### src/rtl/modexp_pkg.sv
// Shared types and defaults for the square-and-multiply modular exponentiation controller.
package modexp_pkg;

    localparam int DEF_WIDTH     = 8;
    localparam int DEF_EXP_WIDTH = 8;

    typedef enum logic [2:0] {
        ST_IDLE = 3'd0,
        ST_LOAD = 3'd1,
        ST_MUL  = 3'd2,
        ST_SQR  = 3'd3,
        ST_DONE = 3'd4
    } state_t;

    // Number of set bits; used to predict multiply counts.
    function automatic int popcount(input logic [31:0] v);
        int cnt;
        cnt = 0;
        for (int k = 0; k < 32; k++) begin
            cnt += int'(v[k]);
        end
        return cnt;
    endfunction

endpackage

### src/rtl/modmul_unit.sv
// Combinational modular multiplier: y = (a*b) mod n over a full 2*WIDTH-bit product.
module modmul_unit
    import modexp_pkg::*;
#(
    parameter int WIDTH = DEF_WIDTH
) (
    input  logic [WIDTH-1:0] a,
    input  logic [WIDTH-1:0] b,
    input  logic [WIDTH-1:0] n,
    output logic [WIDTH-1:0] y
);

    logic [2*WIDTH-1:0] prod;
    logic [2*WIDTH-1:0] n_wide;

    assign prod   = {{WIDTH{1'b0}}, a} * {{WIDTH{1'b0}}, b};
    assign n_wide = {{WIDTH{1'b0}}, n};

    // A zero modulus never reaches the datapath result, but keep the output defined.
    always_comb begin
        y = '0;
        if (n != '0) begin
            y = WIDTH'(prod % n_wide);
        end
    end

endmodule

### src/rtl/modexp_seq_ctrl.sv
// Sequential r = m^e mod n, right-to-left square-and-multiply on one shared multiplier.
// Define EARLY_EXIT_EN to stop once no set exponent bits remain above the current index.
module modexp_seq_ctrl
    import modexp_pkg::*;
#(
    parameter int WIDTH     = DEF_WIDTH,
    parameter int EXP_WIDTH = DEF_EXP_WIDTH
) (
    input  logic                 clk,
    input  logic                 rst_n,
    input  logic                 in_valid,
    output logic                 in_ready,
    input  logic [EXP_WIDTH-1:0] e,
    input  logic [WIDTH-1:0]     n,
    input  logic [WIDTH-1:0]     m,
    output logic                 out_valid,
    input  logic                 out_ready,
    output logic [WIDTH-1:0]     r,
    output logic                 out_err,
    output logic                 busy
);

    localparam int IDXW = (EXP_WIDTH > 1) ? $clog2(EXP_WIDTH) : 1;
    localparam logic [IDXW-1:0] LAST_IDX = IDXW'(EXP_WIDTH - 1);

    state_t                 state_reg, state_next;
    logic [EXP_WIDTH-1:0]   e_reg, e_next;
    logic [WIDTH-1:0]       n_reg, n_next;
    logic [WIDTH-1:0]       base_reg, base_next;
    logic [WIDTH-1:0]       acc_reg, acc_next;
    logic [IDXW-1:0]        idx_reg, idx_next;
    logic                   err_reg, err_next;

    logic [WIDTH-1:0]       mul_a, mul_b, mul_y;
    logic [IDXW-1:0]        idx_inc;
    logic                   remain_cur, remain_inc;

    assign idx_inc = idx_reg + IDXW'(1);

`ifdef EARLY_EXIT_EN
    assign remain_cur = |((e_reg >> idx_reg) >> 1);
    assign remain_inc = |((e_reg >> idx_inc) >> 1);
`else
    assign remain_cur = (idx_reg < LAST_IDX);
    assign remain_inc = (idx_inc < LAST_IDX);
`endif

    modmul_unit #(.WIDTH(WIDTH)) u_modmul (
        .a (mul_a),
        .b (mul_b),
        .n (n_reg),
        .y (mul_y)
    );

    always_ff @(posedge clk or negedge rst_n) begin
        if (!rst_n) begin
            state_reg <= ST_IDLE;
            e_reg     <= '0;
            n_reg     <= '0;
            base_reg  <= '0;
            acc_reg   <= '0;
            idx_reg   <= '0;
            err_reg   <= 1'b0;
        end else begin
            state_reg <= state_next;
            e_reg     <= e_next;
            n_reg     <= n_next;
            base_reg  <= base_next;
            acc_reg   <= acc_next;
            idx_reg   <= idx_next;
            err_reg   <= err_next;
        end
    end

    always_comb begin
        state_next = state_reg;
        e_next     = e_reg;
        n_next     = n_reg;
        base_next  = base_reg;
        acc_next   = acc_reg;
        idx_next   = idx_reg;
        err_next   = err_reg;
        mul_a      = base_reg;
        mul_b      = base_reg;

        unique case (state_reg)
            ST_IDLE: begin
                if (in_valid) begin
                    e_next     = e;
                    n_next     = n;
                    base_next  = m;
                    acc_next   = '0;
                    idx_next   = '0;
                    err_next   = 1'b0;
                    state_next = ST_LOAD;
                end
            end
            ST_LOAD: begin
                // base_reg still holds the raw m here; reduce it as m*1 mod n.
                mul_a = base_reg;
                mul_b = WIDTH'(1);
                if (n_reg == '0) begin
                    acc_next   = '0;
                    err_next   = 1'b1;
                    state_next = ST_DONE;
                end else begin
                    base_next = mul_y;
                    acc_next  = (n_reg == WIDTH'(1)) ? '0 : WIDTH'(1);
                    if (e_reg[0])
                        state_next = ST_MUL;
                    else if (remain_cur)
                        state_next = ST_SQR;
                    else
                        state_next = ST_DONE;
                end
            end
            ST_MUL: begin
                mul_a      = acc_reg;
                mul_b      = base_reg;
                acc_next   = mul_y;
                state_next = remain_cur ? ST_SQR : ST_DONE;
            end
            ST_SQR: begin
                base_next = mul_y;
                idx_next  = idx_inc;
                if (e_reg[idx_inc])
                    state_next = ST_MUL;
                else if (remain_inc)
                    state_next = ST_SQR;
                else
                    state_next = ST_DONE;
            end
            ST_DONE: begin
                if (out_ready)
                    state_next = ST_IDLE;
            end
            default: state_next = ST_IDLE;
        endcase
    end

    assign in_ready  = (state_reg == ST_IDLE);
    assign out_valid = (state_reg == ST_DONE);
    assign busy      = (state_reg == ST_LOAD) || (state_reg == ST_MUL) || (state_reg == ST_SQR);
    assign r         = out_valid ? acc_reg : '0;
    assign out_err   = out_valid & err_reg;

endmodule
### config.mk
export PLATFORM = sky130hd
export DESIGN_NAME = modexp_seq_ctrl
export DESIGN_NICKNAME = d
export VERILOG_FILES = /design/src/rtl/modexp_pkg.sv /design/src/rtl/modmul_unit.sv /design/src/rtl/modexp_seq_ctrl.sv
export SDC_FILE = /design/constraint.sdc
export NUM_CORES = 1
export LEC_CHECK = 0
export ABC_AREA = 1
export CAP_MARGIN = 25
export CORE_MARGIN = 10
export CORE_UTILIZATION = 69
export DETAILED_ROUTE_END_ITERATION = 8
export PLACE_DENSITY = 0.94
export SLEW_MARGIN = 20
export SYNTH_ARGS = -nofsm -noshare
export SYNTH_HDL_FRONTEND = slang
export SYNTH_HIERARCHICAL = 1
export SYNTH_SLANG_ARGS = --single-unit
### constraint.sdc
create_clock -name clk -period 81.5 [get_ports clk]
set_input_delay 24.45 -clock clk [delete_from_list [all_inputs] [get_ports clk]]
set_output_delay 24.45 -clock clk [all_outputs]
set_load 0.01 [all_outputs]
* Yosys cells after proc, flatten, opt, wreduce, memory -nomap -nowiden
Index checks and enable logic that the tools add are counted.
** Operators by class
- Reductions and logical operators :: 15
- Order comparisons :: 3
- Divide/modulo/power cells :: 1
- Multipliers :: 1
- Bitwise logic cells :: 1
- Mux-type cells :: 26
- Shift operators :: 0
- Equal/unequal tests :: 9
- Add/subtract/negate cells :: 1
** Operators with widths (number)
- 8-bit 2-to-1 mux :: 7
- 8-bit case mux with 3 select lines :: 2
- 3-bit 2-to-1 mux :: 8
- 16-bit by 8-bit remainder unit with 16-bit output :: 1
- 8-bit by 8-bit multiplier with 16-bit output :: 1
- 3-bit case mux with 5 select lines :: 1
- 8-bit by 1-bit equality test with 1-bit output (second input constant) :: 1
- 8-bit logical NOT :: 1
- 2-bit AND reduction :: 4
- 8-bit nonzero test :: 1
- 3-bit by 2-bit equality test with 1-bit output (second input constant) :: 2
- 3-bit < comparator (second input constant) :: 2
- 2-bit inequality test (second input constant) :: 3
- 3-bit case mux with 2 select lines :: 1
- 3-bit AND reduction :: 2
- 3-bit nonzero test :: 2
- 1-bit 2-to-1 mux :: 5
- 3-bit by 4-bit < comparator with 1-bit output (second input constant) :: 1
- 2-bit nonzero test :: 2
- 3-bit by 1-bit adder with 3-bit output (second input constant) :: 1
- 1-bit binary-select mux with 3-bit select :: 1
- 3-bit by 1-bit equality test with 1-bit output (second input constant) :: 1
- 3-bit equality test (second input constant) :: 1
- 3-bit logical NOT :: 1
- other kinds (4) :: 5
** Storage, ports and cells
- Memory bits (read-only) :: 0
- Bits in latches :: 0
- Input bits :: 28
- RAM bits :: 0
- Memories :: 0
- Flip-flop bits (word level) :: 39
- Output and inout bits :: 12
- Logic and storage cells :: 64

* Longest topological paths before layout
Gate-level depths: netlist (run 1).
- Word-level depth :: 7
- Gate-level depth with buffers :: 242
- Mapped depth without buffers :: 232

* Cells and area by module
The synthesis (run 1) kept the hierarchy.
** By module, submodules not included
- modmul_unit :: area an instance 7911.3 um^2, sequential area each 0.0 um^2, instances 1, cells an instance 1268
- modexp_seq_ctrl :: area an instance 2099.5 um^2, sequential area each 975.9 um^2, instances 1, cells an instance 278

* Worst setup path before layout (run 1)
No wires, ideal clock.
- Path kind :: register to register
- Start :: reg state_reg[0]
- End :: reg base_reg[5]
- Data required time :: 81379 ps
- Clock period less this slack :: 30331 ps
- Data arrival time :: 30210 ps
- Cell stages (with the launch flop) :: 236
- Path buffers :: 11
- Library setup time :: 121 ps
- Path slack :: 51169 ps
- Cell sequence :: dfrtp_1 inv_1 nand2_1 nor2_2 inv_1 clkbuf_1 o21ai_0 clkbuf_1 nand2_1 fa_1 inv_1 fa_1 fa_1 inv_1 fa_1 inv_1 ha_1 nand2_1 [200 not listed] nand2_1 inv_1 ha_1 nand2_1 nor2_1 a211oi_1 o21ai_0 o21ai_0 nand2_1 a21oi_1 clkbuf_4 nand3_1 nand2_1 nor2_1 inv_1 nor2_1 a21oi_1 o21ai_2
** On the way
- Word-level cells in the longest chain between the ends :: 7
- Elaborated cells on any way between the ends :: 15
- Classes of those cells :: mul: 1; div: 1; eq/ne: 5; mux: 5; reduce/logical: 3
** Ends and longest elaborated chain
- start: declaration :: line modexp_seq_ctrl.sv:26 : state_t state_reg, state_next;
- start signal: assignment :: line modexp_seq_ctrl.sv:65 : state_reg <= state_next;
- 3-bit by 2-bit equality test with 1-bit output (*) :: line modexp_seq_ctrl.sv:86 : unique case (state_reg)
- 8-bit 2-to-1 mux (*) :: line modexp_seq_ctrl.sv:86
- via mul_a[3] :: line modexp_seq_ctrl.sv:34 : logic [WIDTH-1:0] mul_a, mul_b, mul_y;
- 8-bit by 8-bit multiplier with 16-bit output (*) :: line modmul_unit.sv:16 : assign prod = {{WIDTH{1'b0}}, a} * {{WIDTH{1'b0}}, b};
- 16-bit by 8-bit remainder unit with 16-bit output (*) :: line modmul_unit.sv:23 : y = WIDTH'(prod % n_wide);
- 8-bit 2-to-1 mux (*) :: line modmul_unit.sv:22 : if (n != '0) begin
- via mul_y[5] :: line modexp_seq_ctrl.sv:34
- 8-bit 2-to-1 mux :: line modexp_seq_ctrl.sv:102 : if (n_reg == '0) begin
- 8-bit case mux with 3 select lines (*) :: line modexp_seq_ctrl.sv:86
- end signal: assignment :: line modexp_seq_ctrl.sv:68 : base_reg <= base_next;
- end: declaration :: line modexp_seq_ctrl.sv:29 : logic [WIDTH-1:0] base_reg, base_next;
The timed path passes the listed nets; every way through them passes the cells marked *. The select of a mux whose other input is x is not followed.
A chain may end at the register's enable or synchronous reset.

* Worst setup path in the final report (run 1)
- Start :: reg state_reg[0]
- End :: reg base_reg[3]
Same word-level chain as after synthesis.

==> metrics, run 1 <==
status=complete, no violations; clock buffer depth=2; Synthesized Nets=1,750; fill count=1,037; Mean Syn Cell Area=6.48 µm²; first-pass GRT wire length=40,000 µm; nets@finish=1,769; # resized after CTS=0; clock-pin slew on the worst setup and hold paths=0.05 ns; Max Clock Skew=0.00445 ns; unrepaired setup endpoints after global routing=false; hold path cells=2; Crit. End Element=flip-flop; CTS H-Tree Depth=2; later-pin clock latency in the skew report=0.29 ns; initial antenna violation count=0; Final Setup Violations=0; CTS sink cnt=39; Startpoint Class=flip-flop; Die Area=19,700 µm²; Placeable Area=14,000 µm²; largest net degree at the start of global routing=40; Mapped Cells=1,546; Via density=5.58; routed vias=9,725; Slew Limit Fails=0; Slew @ Worst Pin=1.11 ns; vias in the first global route=9,425; WL per Instance=13.2 µm; drt pass-1 iters=5; Final HPWL DP=19,000 µm; Yosys top cell area share=17.4%; Residual DRC=0; reg2reg end=base_reg[3]; hold_buf cts=0; final wirelength=23,100 µm; Fin Setup TNS=0 ns; worst hold path class=reg2reg; # port buffers=39; CTS root buffer=clkbuf_16; grt total ovfl=0; number of diodes=0; layout cells sized above 1=8.18%; post-synthesis sequential area ratio=9.75%; Final ANT Viol Nets=0; Warnings, synthesis=6; most common cell after layout, fill and taps aside=nand2_1; Total GRT Usage=22.9%; relative slew slack=25.5%; crit path max-delay cell type=o21ai_0; r2r worst-path depth=229; post-synth cell types=53; # IOs=40; Die H=140 µm; most frequent cells in the layout=nand2_1 (399), inv_1 (294), ha_1 (139), nand3_1 (96), o21ai_0 (91); Critical Path Max Stage Delay=0.96 ns; Starting Density=71.3%; most frequent cell on the critical path=nand2_1; critical path data arrival time=35.27 ns; Seq cells post-synth=39; std cell rows=43; reg2reg setup slack=46.39 ns; hold worst-path end=acc_reg[4]; Critical Path RT=81.66 ns; min Tclk post-route=35.11 ns; post-synthesis cell area=10,000 µm²; postcts setup bufs=0; fin crit share=43.1%; top cells by area, synth=ha_1 (17%), nand2_1 (15%), inv_1 (11%); Setup Crit Path Kind=reg2reg; TritonCTS Buffers=5; CP Max Fanout=23; die width=140 µm; R2R Path Start=state_reg[0]; achievable frequency=0.0285 GHz; Synth area leader=ha_1; hold path startpoint=acc_reg[4]; CTS tree=built; Layout area overhead=5.99%; final hold violations=0; gpl congestion=0.904; Max-cap violations=0; DRT iter0 DRCs=629
[final cells by class]
| cell class | instances | area (µm²) | share of cell area (%) |
|---|---|---|---|
| clock buffer | 6 | 129 | 1.21 |
| sequential | 39 | 976 | 9.20 |
| tap | 180 | 225 | 2.12 |
| multi-input combinational | 1164 | 7680 | 72.4 |
| inverter | 309 | 1170 | 11.0 |
| timing repair buffer | 46 | 430 | 4.06 |
[logic make-up (layout without fill, tap and decap cells)]
logic type               count (synthesis)  after routing  share of synthesized area (%)
buffers and inverters                  343            361                           13.5
multiplexers                             2              2                          0.200
XOR/XNOR                                82             82                           7.25
AND/OR/NAND/NOR                        683            683                           31.2
flip-flops                              39             39                           9.75
AO/OA/AOI/OAI                          221            221                           13.3
adder cells (fa/ha/maj)                176            176                           24.8
[synth_stat cells, drive strengths merged]
| library cell | number |
|---|---|
| nand3 | 108 |
| ha | 139 |
| nor2 | 95 |
| fa | 37 |
| a211oi | 2 |
| o21ai | 109 |
| or2 | 11 |
| a21boi | 3 |
| a21o | 28 |
| buf | 13 |
| xnor2 | 42 |
| xor2 | 40 |
| a31oi | 2 |
| nor3 | 7 |
| o21bai | 16 |
| dfrtp | 39 |
| clkbuf | 21 |
| nand4 | 10 |
| nand3b | 9 |
| inv | 309 |
| mux2i | 2 |
| o31ai | 3 |
| nor4 | 1 |
| nand2 | 438 |
| a22o | 1 |
| o21a | 1 |
| a221oi | 1 |
| a21oi | 55 |
| and2 | 4 |
[through the flow]
step	util (%)	instance area, µm²	worst slack, ns	hold WS (ns)	cells
after floorplan	-	10000	51.17	0.453	1546
after global placement	74.5	10500	48.19	0.466	1735
after detailed placement	74.5	10500	47.02	0.480	1735
after CTS	75.5	10600	46.83	0.493	1741
after global routing	75.6	10600	43.07	0.506	1744
final	75.6	10600	46.39	0.496	1744
[worst max path at each step]
stage	startpoint	to	slack, ns	cells past startpoint
CTS	state_reg[0]	base_reg[3]	46.83	229
detailed placement	state_reg[0]	base_reg[3]	47.02	229
floorplan	state_reg[0]	base_reg[5]	51.17	235
global placement	state_reg[0]	base_reg[3]	48.19	228
global route	state_reg[0]	base_reg[4]	43.07	229
finish	state_reg[0]	base_reg[3]	46.39	229
[routing by layer]
| layer | track usage, % | vias up | part of all wire [%] |
|---|---|---|---|
| met3 | 3.14 | 61 | 5.8 |
| met2 | 41.2 | 330 | 48 |
| met4 | 8.70 | 0 | 3.2 |
| met5 | 0 | - | 0 |
| met1 | 26.9 | 4433 | 43 |
| li1 | - | 4901 | - |
[worst max-delay path: cells and delay by family, from the launching register on]
| family | cells | cell delay [ns] |
|---|---|---|
| adder cells (fa/ha/maj) | 21 | 7.13 |
| AO/OA/AOI/OAI | 75 | 14.10 |
| buffers and inverters | 38 | 3.64 |
| AND/OR/NAND/NOR | 95 | 9.50 |
| flip-flops | 1 | 0.45 |
Power of run 1 is left out: the tool's default activity adds up to more than one toggle a clock period on the data nets, which glitch-free logic cannot reach.
==> run 2: changes to the inputs <==
Settings changed: CORE_UTILIZATION 69 to 58, PLACE_DENSITY 0.94 to 0.85.
Clock period 81.5 ns to 29.3 ns, I/O delays scaled along.
==> run 2 against run 1 <==
Via count is 33% higher. Hold slack better by 0.0055 ns. Cell count increased by 16%. Critical endpoint is now base_reg[1]. Design area grew 28%. Clock skew grew 0.013 ns. Highest routed layer unchanged. Global-route usage is 0.33 points higher. The flow now finishes with violations (setup timing). Non-clock buffer count increased by 232.
==> metrics, run 2 (synthesized netlist as in run 1, its figures left out) <==
grt total ovfl=0; crit path max-delay cell type=fa_1; die width=151 µm; Layout area overhead=35.8%; Slew @ Worst Pin=1.03 ns; Max-cap violations=0; Final Setup Violations=16; initial antenna violation count=0; later-pin clock latency in the skew report=0.31 ns; Via density=6.40; failing checks=setup timing; Inst Count DP=1,878; Placeable Area=16,800 µm²; Critical Path RT=29.47 ns; # port buffers=39; CTS tree=built; worst hold path class=reg2reg; Final HPWL DP=20,500 µm; largest net degree at the start of global routing=40; TritonCTS Buffers=5; worst setup path end=base_reg[1]; layout cells sized above 1=32.1%; Crit path max-delay family=compound AO/OA/AOI/OAI gates; # IOs=40; hold path startpoint=acc_reg[2]; gpl congestion=0.936; Crit. End Element=flip-flop; first-pass GRT wire length=45,500 µm; Critical Path Max Stage Delay=0.55 ns; Residual DRC=0; Starting Density=59.7%; Max Clock Skew=0.0170 ns; hold_buf cts=0; CTS root buffer=clkbuf_16; most common cell after layout, fill and taps aside=nand2_1; most frequent cells in the layout=nand2_1 (346), inv_1 (258), buf_4 (223), ha_1 (117), nand3_1 (87); Slew Limit Fails=0; critical path data arrival time=33.08 ns; Die Area=22,900 µm²; routed vias=12,926; r2r worst-path depth=224; reg2reg end=base_reg[1]; Total GRT Usage=23.3%; achievable frequency=0.0304 GHz; DRT iter0 DRCs=1,841; relative slew slack=31.6%; number of diodes=0; nets@finish=2,003; setup slack after layout=-3.60 ns; status=finished, violations left; CP Max Fanout=7; CTS H-Tree Depth=2; clock-pin slew on the worst setup and hold paths=0.08 ns; CTS sink cnt=39; fin crit share=112%; CP Launch Point=state_reg[0]; reg2reg setup slack=-3.60 ns; Startpoint Class=flip-flop; Final ANT Viol Nets=0; Post-Layout Cell Count=2,020; Die H=151 µm; unrepaired setup endpoints after global routing=true; Setup Crit Path Kind=reg2reg; std cell rows=47; vias in the first global route=10,473; min Tclk post-route=32.90 ns; final wirelength=44,000 µm; most frequent cell on the critical path=nand2_1; drt pass-1 iters=8; CP bufs+invs=46; clock buffer depth=2; R2R Path Start=state_reg[0]; Critical Path Stages=224; WL per Instance=21.8 µm; final hold violations=0
## run 2: cell count changes in the layout (fill, tap and decap cells not counted), moves of 18 or more
cell,previous run,this run
o21ai_2,8,34
ha_1,139,117
inv_1,294,258
ha_4,0,21
nand2_1,399,346
nor2_1,75,54
o21ai_0,91,52
nand2_2,31,71
buf_4,4,223
inv_2,13,41
a21oi_1,46,28
## run 2: tightest hold or removal path, cell delays in order, from the launching register on
cell and delay [ns]:
dfrtp_1 0.35, nand2_1 0.06, o21ai_1 0.06
## run 2: worst min-delay path by stage
stage / end / cells past startpoint
floorplan: acc_reg[2] / 2
global placement: acc_reg[3] / 2
detailed placement: acc_reg[2] / 2
CTS: acc_reg[2] / 2
global route: acc_reg[5] / 2
finish: acc_reg[2] / 2
## run 2: final cells by class
| cell class | instances | area, µm² |
|---|---|---|
| Tap cell | 220 | 275 |
| Clock buffer | 8 | 156 |
| Inverter | 309 | 1200 |
| Timing Repair inverter | 2 | 13.8 |
| Sequential cell | 39 | 976 |
| Fill cell | 854 | 3170 |
| Timing Repair Buffer | 278 | 2290 |
| Multi-Input combinational cell | 1164 | 8680 |
## run 2: layer usage
layer  track usage (%)  vias to the layer above  wire length, µm
li1                  -                     5366                -
met1              26.4                     5849            14000
met2              43.4                     1224            20300
met3              2.48                      487             5300
met4              8.95                        0             4370
met5                 0                        -                0
## run 2: timing repair
item	4_1_cts	5_1_grt
buffers inserted	36	96
endpoints found under the hold margin	0	0
cloned	2	2
endpoints found under the setup margin	16	16
pin swaps	44	204
gates resized for setup	61	245
## run 2: metrics by stage
step	hold slack (ns)	utilization, %	area [µm²]	setup TNS (ns)	setup WS (ns)
floorplan	0.453	-	10100	0	0.0133
finish	0.502	81.1	13600	-55.28	-3.60
global route	0.531	81.1	13600	-69.49	-4.49
CTS	0.494	71.5	12000	0	0.0119
global placement	0.471	67.8	11400	-1.47	-0.237
detailed placement	0.480	67.8	11400	-19.55	-1.38
Power of run 2 is left out for the same reason.
